`src/rtl/traffic_queue_sim.sv`:
```
// Closed-loop traffic model for the stoplight controller: per-approach car queues fed by
// arrival pulses and drained at a fixed green headway. Optional macro: TRAFFIC_QUEUE_CONFLICT_CHECK_EN.
module traffic_queue_sim #(
    parameter int CW            = 4,
    parameter int DEPART_CYCLES = 4,
    parameter int SW            = 16
) (
    input  logic            CLK,
    input  logic            rst,
    input  logic [7:0]      arrive,
    input  logic [1:0]      north,
    input  logic [1:0]      south,
    input  logic [1:0]      east,
    input  logic [1:0]      west,
    input  logic [1:0]      northLeft,
    input  logic [1:0]      southLeft,
    input  logic [1:0]      eastLeft,
    input  logic [1:0]      westLeft,
    output logic            n_presence,
    output logic            s_presence,
    output logic            e_presence,
    output logic            w_presence,
    output logic            nl_presence,
    output logic            sl_presence,
    output logic            el_presence,
    output logic            wl_presence,
    output logic [8*CW-1:0] q_counts,
    output logic [7:0]      overflow,
    output logic [SW-1:0]   served_total,
    output logic            conflict
);

    localparam logic [7:0]    HW_LAST = 8'(DEPART_CYCLES - 1);
    localparam logic [CW-1:0] Q_MAX   = '1;
    localparam logic [CW-1:0] Q_ONE   = CW'(1);

    logic [1:0]    light [8];
    logic [7:0]    green;
    logic [7:0]    dep_evt;
    logic [7:0]    dep;
    logic [3:0]    dep_cnt;
    logic [CW-1:0] q  [8];
    logic [7:0]    hw [8];

    // Approach index order matches the arrive bit map: n, s, e, w, nl, sl, el, wl.
    assign light[0] = north;
    assign light[1] = south;
    assign light[2] = east;
    assign light[3] = west;
    assign light[4] = northLeft;
    assign light[5] = southLeft;
    assign light[6] = eastLeft;
    assign light[7] = westLeft;

    always_comb begin
        green   = '0;
        dep_evt = '0;
        dep     = '0;
        dep_cnt = '0;
        for (int i = 0; i < 8; i++) begin
            green[i]   = (light[i] == 2'b10);
            dep_evt[i] = green[i] && (hw[i] == HW_LAST);
            // A headway wrap on an empty queue is simply lost.
            dep[i]     = dep_evt[i] && (q[i] != '0);
            dep_cnt    = dep_cnt + {3'd0, dep[i]};
        end
    end

    always_ff @(posedge CLK or posedge rst) begin
        if (rst) begin
            for (int i = 0; i < 8; i++) begin
                q[i]  <= '0;
                hw[i] <= '0;
            end
            overflow     <= '0;
            served_total <= '0;
        end else begin
            for (int i = 0; i < 8; i++) begin
                if (!green[i])
                    hw[i] <= '0;
                else if (dep_evt[i])
                    hw[i] <= '0;
                else
                    hw[i] <= hw[i] + 8'd1;

                // Arrival and departure together cancel, so a full queue never overflows here.
                if (arrive[i] && !dep[i]) begin
                    if (q[i] == Q_MAX)
                        overflow[i] <= 1'b1;
                    else
                        q[i] <= q[i] + Q_ONE;
                end else if (dep[i] && !arrive[i]) begin
                    q[i] <= q[i] - Q_ONE;
                end
            end
            served_total <= served_total + SW'(dep_cnt);
        end
    end

    genvar g;
    generate
        for (g = 0; g < 8; g++) begin : g_pack
            assign q_counts[g*CW +: CW] = q[g];
        end
    endgenerate

    assign n_presence  = (q[0] != '0);
    assign s_presence  = (q[1] != '0);
    assign e_presence  = (q[2] != '0);
    assign w_presence  = (q[3] != '0);
    assign nl_presence = (q[4] != '0);
    assign sl_presence = (q[5] != '0);
    assign el_presence = (q[6] != '0);
    assign wl_presence = (q[7] != '0);

`ifdef TRAFFIC_QUEUE_CONFLICT_CHECK_EN
    logic ns_green;
    logic ew_green;
    logic conflict_r;

    assign ns_green = green[0] | green[1] | green[4] | green[5];
    assign ew_green = green[2] | green[3] | green[6] | green[7];

    always_ff @(posedge CLK or posedge rst) begin
        if (rst) begin
            conflict_r <= 1'b0;
        end else if (ns_green && ew_green) begin
            conflict_r <= 1'b1;
`ifndef SYNTHESIS
            if (!conflict_r)
                $display("traffic_queue_sim: conflicting greens detected at time %0t", $time);
`endif
        end
    end

    assign conflict = conflict_r;
`else
    assign conflict = 1'b0;
`endif

endmodule

```
`config.mk`:
```
export PLATFORM = sky130hd
export DESIGN_NAME = traffic_queue_sim
export DESIGN_NICKNAME = d
export VERILOG_FILES = /design/src/rtl/traffic_queue_sim.sv
export SDC_FILE = /design/constraint.sdc
export NUM_CORES = 1
export LEC_CHECK = 0
export ABC_CLOCK_PERIOD_IN_PS = 13780
export CORE_ASPECT_RATIO = 0.7
export CORE_UTILIZATION = 50
export DETAILED_ROUTE_END_ITERATION = 7
export PLACE_DENSITY = 0.75
export RECOVER_POWER = 100
export SLEW_MARGIN = 10
export SYNTH_ARGS = -nofsm -noshare
export SYNTH_HDL_FRONTEND = slang
export SYNTH_SLANG_ARGS = --single-unit
```
`constraint.sdc`:
```
create_clock -name CLK -period 13.78 [get_ports CLK]
set_input_delay 1.378 -clock CLK [delete_from_list [all_inputs] [get_ports CLK]]
set_output_delay 1.378 -clock CLK [all_outputs]
set_load 0.01 [all_outputs]
```
==> metrics.md <==
| Metric | Value |
|---|---|
| EDFF count, synth | 0 |
| Fin. max-slew vios | 123 |
| Final TNS setup | 0 ns |
| Setup violators final | 0 |
| Share of cells above drive strength 1 | 5.15% |
| Leakage power | approximately 3.9 nW |
| Core area | between 10000 and 15000 um^2 |
| Rows | 34 |
| DP Cell Count | roughly 850 |
| RSZ-0062 raised after global routing | no |
| Comb pwr share | 27.1% |
| Worst slew margin | -113% |
| Design area | between 8000 and 9000 um^2 |
| Detailed-route vias per instance | approximately 5.4 |
| Cell Chain, Critical Path | dlygate4sd3_1 -> clkinvlp_2 -> clkbuf_1 |
| DRT Wirelength | 13800 um |
| Reg-to-Reg End | served_total[12] |
| Int Pwr | roughly 900 uW |
| Worst skew pair latency | 0.41 ns |
| R2r setup slk | slightly below 9 ns |
| Required time worst endpoint | 13.57 ns |
| Power Dens Cells | 162 nW/um^2 |
| CTS clk-pin slew, worst paths | approximately 0.050 ns |
| Cts hold-fix bufs | 0 |
| Synth unique cells | 39 |
| Clock skew | 0.0131 ns |
| Switching power | between 400 and 500 uW |
| Status | finished, violations left |
| Crit. End Element | async pin |
| Sequential element share of the synthesized area | between 40% and 50% |
| Net Sw Frac | 30.3% |
| Layout Area Growth over Synthesis | 25.5% |
| Die area | approximately 14000 um^2 |
| Io pins | around 90 |
| Initial DRC Count | 240 |
| DP Area | 7610 um^2 |
| Crit path to | q_counts[26] |
| Post-Syn Area per Cell | roughly 11 um^2 |
| FMAX | about 0.17 GHz |
| Critical Path AT | 5.83 ns |
| Total CTS buffers | 17 |
| Die width | approximately 140 um |
| First-pass GRT wire length | between 20000 and 25000 um |
| Max cap viols | 2 |
| R2R depth | 14 |
| CP startpoint | rst |
| Synth Instances | ~600 |
| Initial antenna violation count | 0 |
| Final Instance Count excl. Fillers | slightly below 900 |
| Worst Hold Class | reg -> reg |
| Critical path class | in -> async |
| Delay of the slowest critical-path stage | ~2.3 ns |
| Clock share of power | 36.0% |
| Avg WL per Cell | 15.7 um |
| Top_reg_cell synth | dfrtp_1 |
| Antenna Nets Post-Route | 0 |
| Initial Util | between 50% and 60% |
| CTS tree | built |
| Asr flop ratio synth | 100% |
| Cts repair resizes | 0 |
| Post-route DRC | 8 |
| Mapped cell area | approximately 6500 um^2 |
| YS warnings | 0 |
| Reg power frac | between 30% and 40% |
| Postcts setup bufs | 0 |
| CTS Root Cell | clkbuf_16 |
| H-tree Lvls | 4 |
| Maximum net fanout on the critical path | approximately 60 |
| Most frequent cells in the layout | dfrtp_1, dlygate4sd3_1, nor2_1, xor2_1, xnor2_1 |
| IO Port Bufs | 89 |
| Peak supply drop | between 0.0001 and 0.00015 V |
| Longest Clk Path Bufs | 2 |
| Largest net degree at the start of global routing | 62 |
| Period utilisation layout | between 40% and 50% |
| Nets | approximately 770 |
| Startpoint Class | input port |
| Pwr Total | 1.33 mW |
| Worst r2r src | hw[40] |
| Final GP Congestion | approximately 0.83 |
| Hold Vio Cnt, Final | 0 |
| Minimum clock period | roughly 6.0 ns |
| Vias in the first global route | approximately 5000 |
| Mapped Nets | 670 |
| Measured slew at the worst slew-check pin | about 3.2 ns |
| HPWL after DPL | slightly below 10000 um |
| Commonest non-fill, non-tap cell in the layout | dfrtp_1 |
| Total clock sinks | 120 |
| Register bit total from synthesis | 120 |
| Failing checks | design-rule violations, max-capacitance violations, max-slew violations |
| Global-route usage over all layers | between 20% and 30% |
| Pre-antenna DRT Iters | 6 |
| Fillers | about 980 |
| Total gr overflow | 0 |
| Worst Hold Slack | 0.464 ns |
| Via Count | 4794 |
| CP max stage cell | clkbuf_1 |
| Antenna Cells | 0 |
| Die height | between 90 and 100 um |
==> power groups by stage <==
stage,Sequential [mW],Clock (mW),Combinational (mW)
5_1_grt,0.503,0.500,0.405
4_1_cts,0.494,0.484,0.388
3_3_place_gp,0.493,0,0.370
2_1_floorplan,0.506,0,0.193
3_5_place_dp,0.498,0,0.384
6_report,0.490,0.478,0.361
==> cell type report <==
type,instances,area [um^2],area share (%)
clock buffer,19,433,5.28
clock inverter,13,203,2.47
inverter,26,98.8,1.20
multi-input combinational,450,3370,41.1
sequential,120,3000,36.6
tap,162,203,2.47
timing repair buffer,90,895,10.9
==> per-stage QoR <==
| step | worst slack [ns] | util (%) |
|---|---|---|
| final | 7.74 | 65.2 |
| after global routing | 6.69 | 65.2 |
| after CTS | 8.23 | 65.5 |
| after detailed placement | 7.82 | 60.5 |
| after global placement | 8.01 | 60.5 |
| after floorplan | 8.76 | - |
==> Yosys cell counts (12+ instances only) <==
cell type  instances  area, um^2
dfrtp_1          120        3000
fa_1              13         260
nand3_1           41         205
xor2_1            44         385
nand2_1           36         135
nand4_1           12        75.1
ha_1              30         375
nor2_1            48         180
mux2i_1           28         280
xnor2_1           44         385
and2_1            12        75.1
and3_1            30         188
inv_1             26        97.6
==> worst max-delay path, delay by kind of cell <==
kind,cells,cell delay [ns]
buffers and inverters,3,4.35
==> registers in the layout, summed over array words and instances (netlist names) <==
name and count:
hw 64, overflow 8, q_counts 32, served_total 16
==> cells by family after synthesis <==
group	share of synthesized area, %
flops	45.9
xor+xnor	11.8
buf+inv	1.95
fa+ha+maj	9.72
compound gates	5.17
simple gates	21.1
mux	4.29
other cells	0.0573
==> worst min path at each step <==
stage	startpoint	to	depth (start not counted)
after global routing	overflow[6]	overflow[6]	1
after floorplan	hw[8]	hw[8]	1
final	overflow[6]	overflow[6]	1
after CTS	served_total[15]	served_total[15]	1
after global placement	overflow[4]	overflow[4]	1
after detailed placement	overflow[3]	overflow[3]	1
==> metal layers <==
metal  wire, um  part of all wire (%)  global-route usage, %  vias up
li1           -                     -                      -     2333
met1       6780                    49                   30.3     2350
met2       6360                    46                   34.7       96
met3        537                   3.9                   5.03       15
met4        159                   1.1                   7.01        0
met5          0                     0                      0        -
No activity file was read; power rests on OpenSTA's default activity.
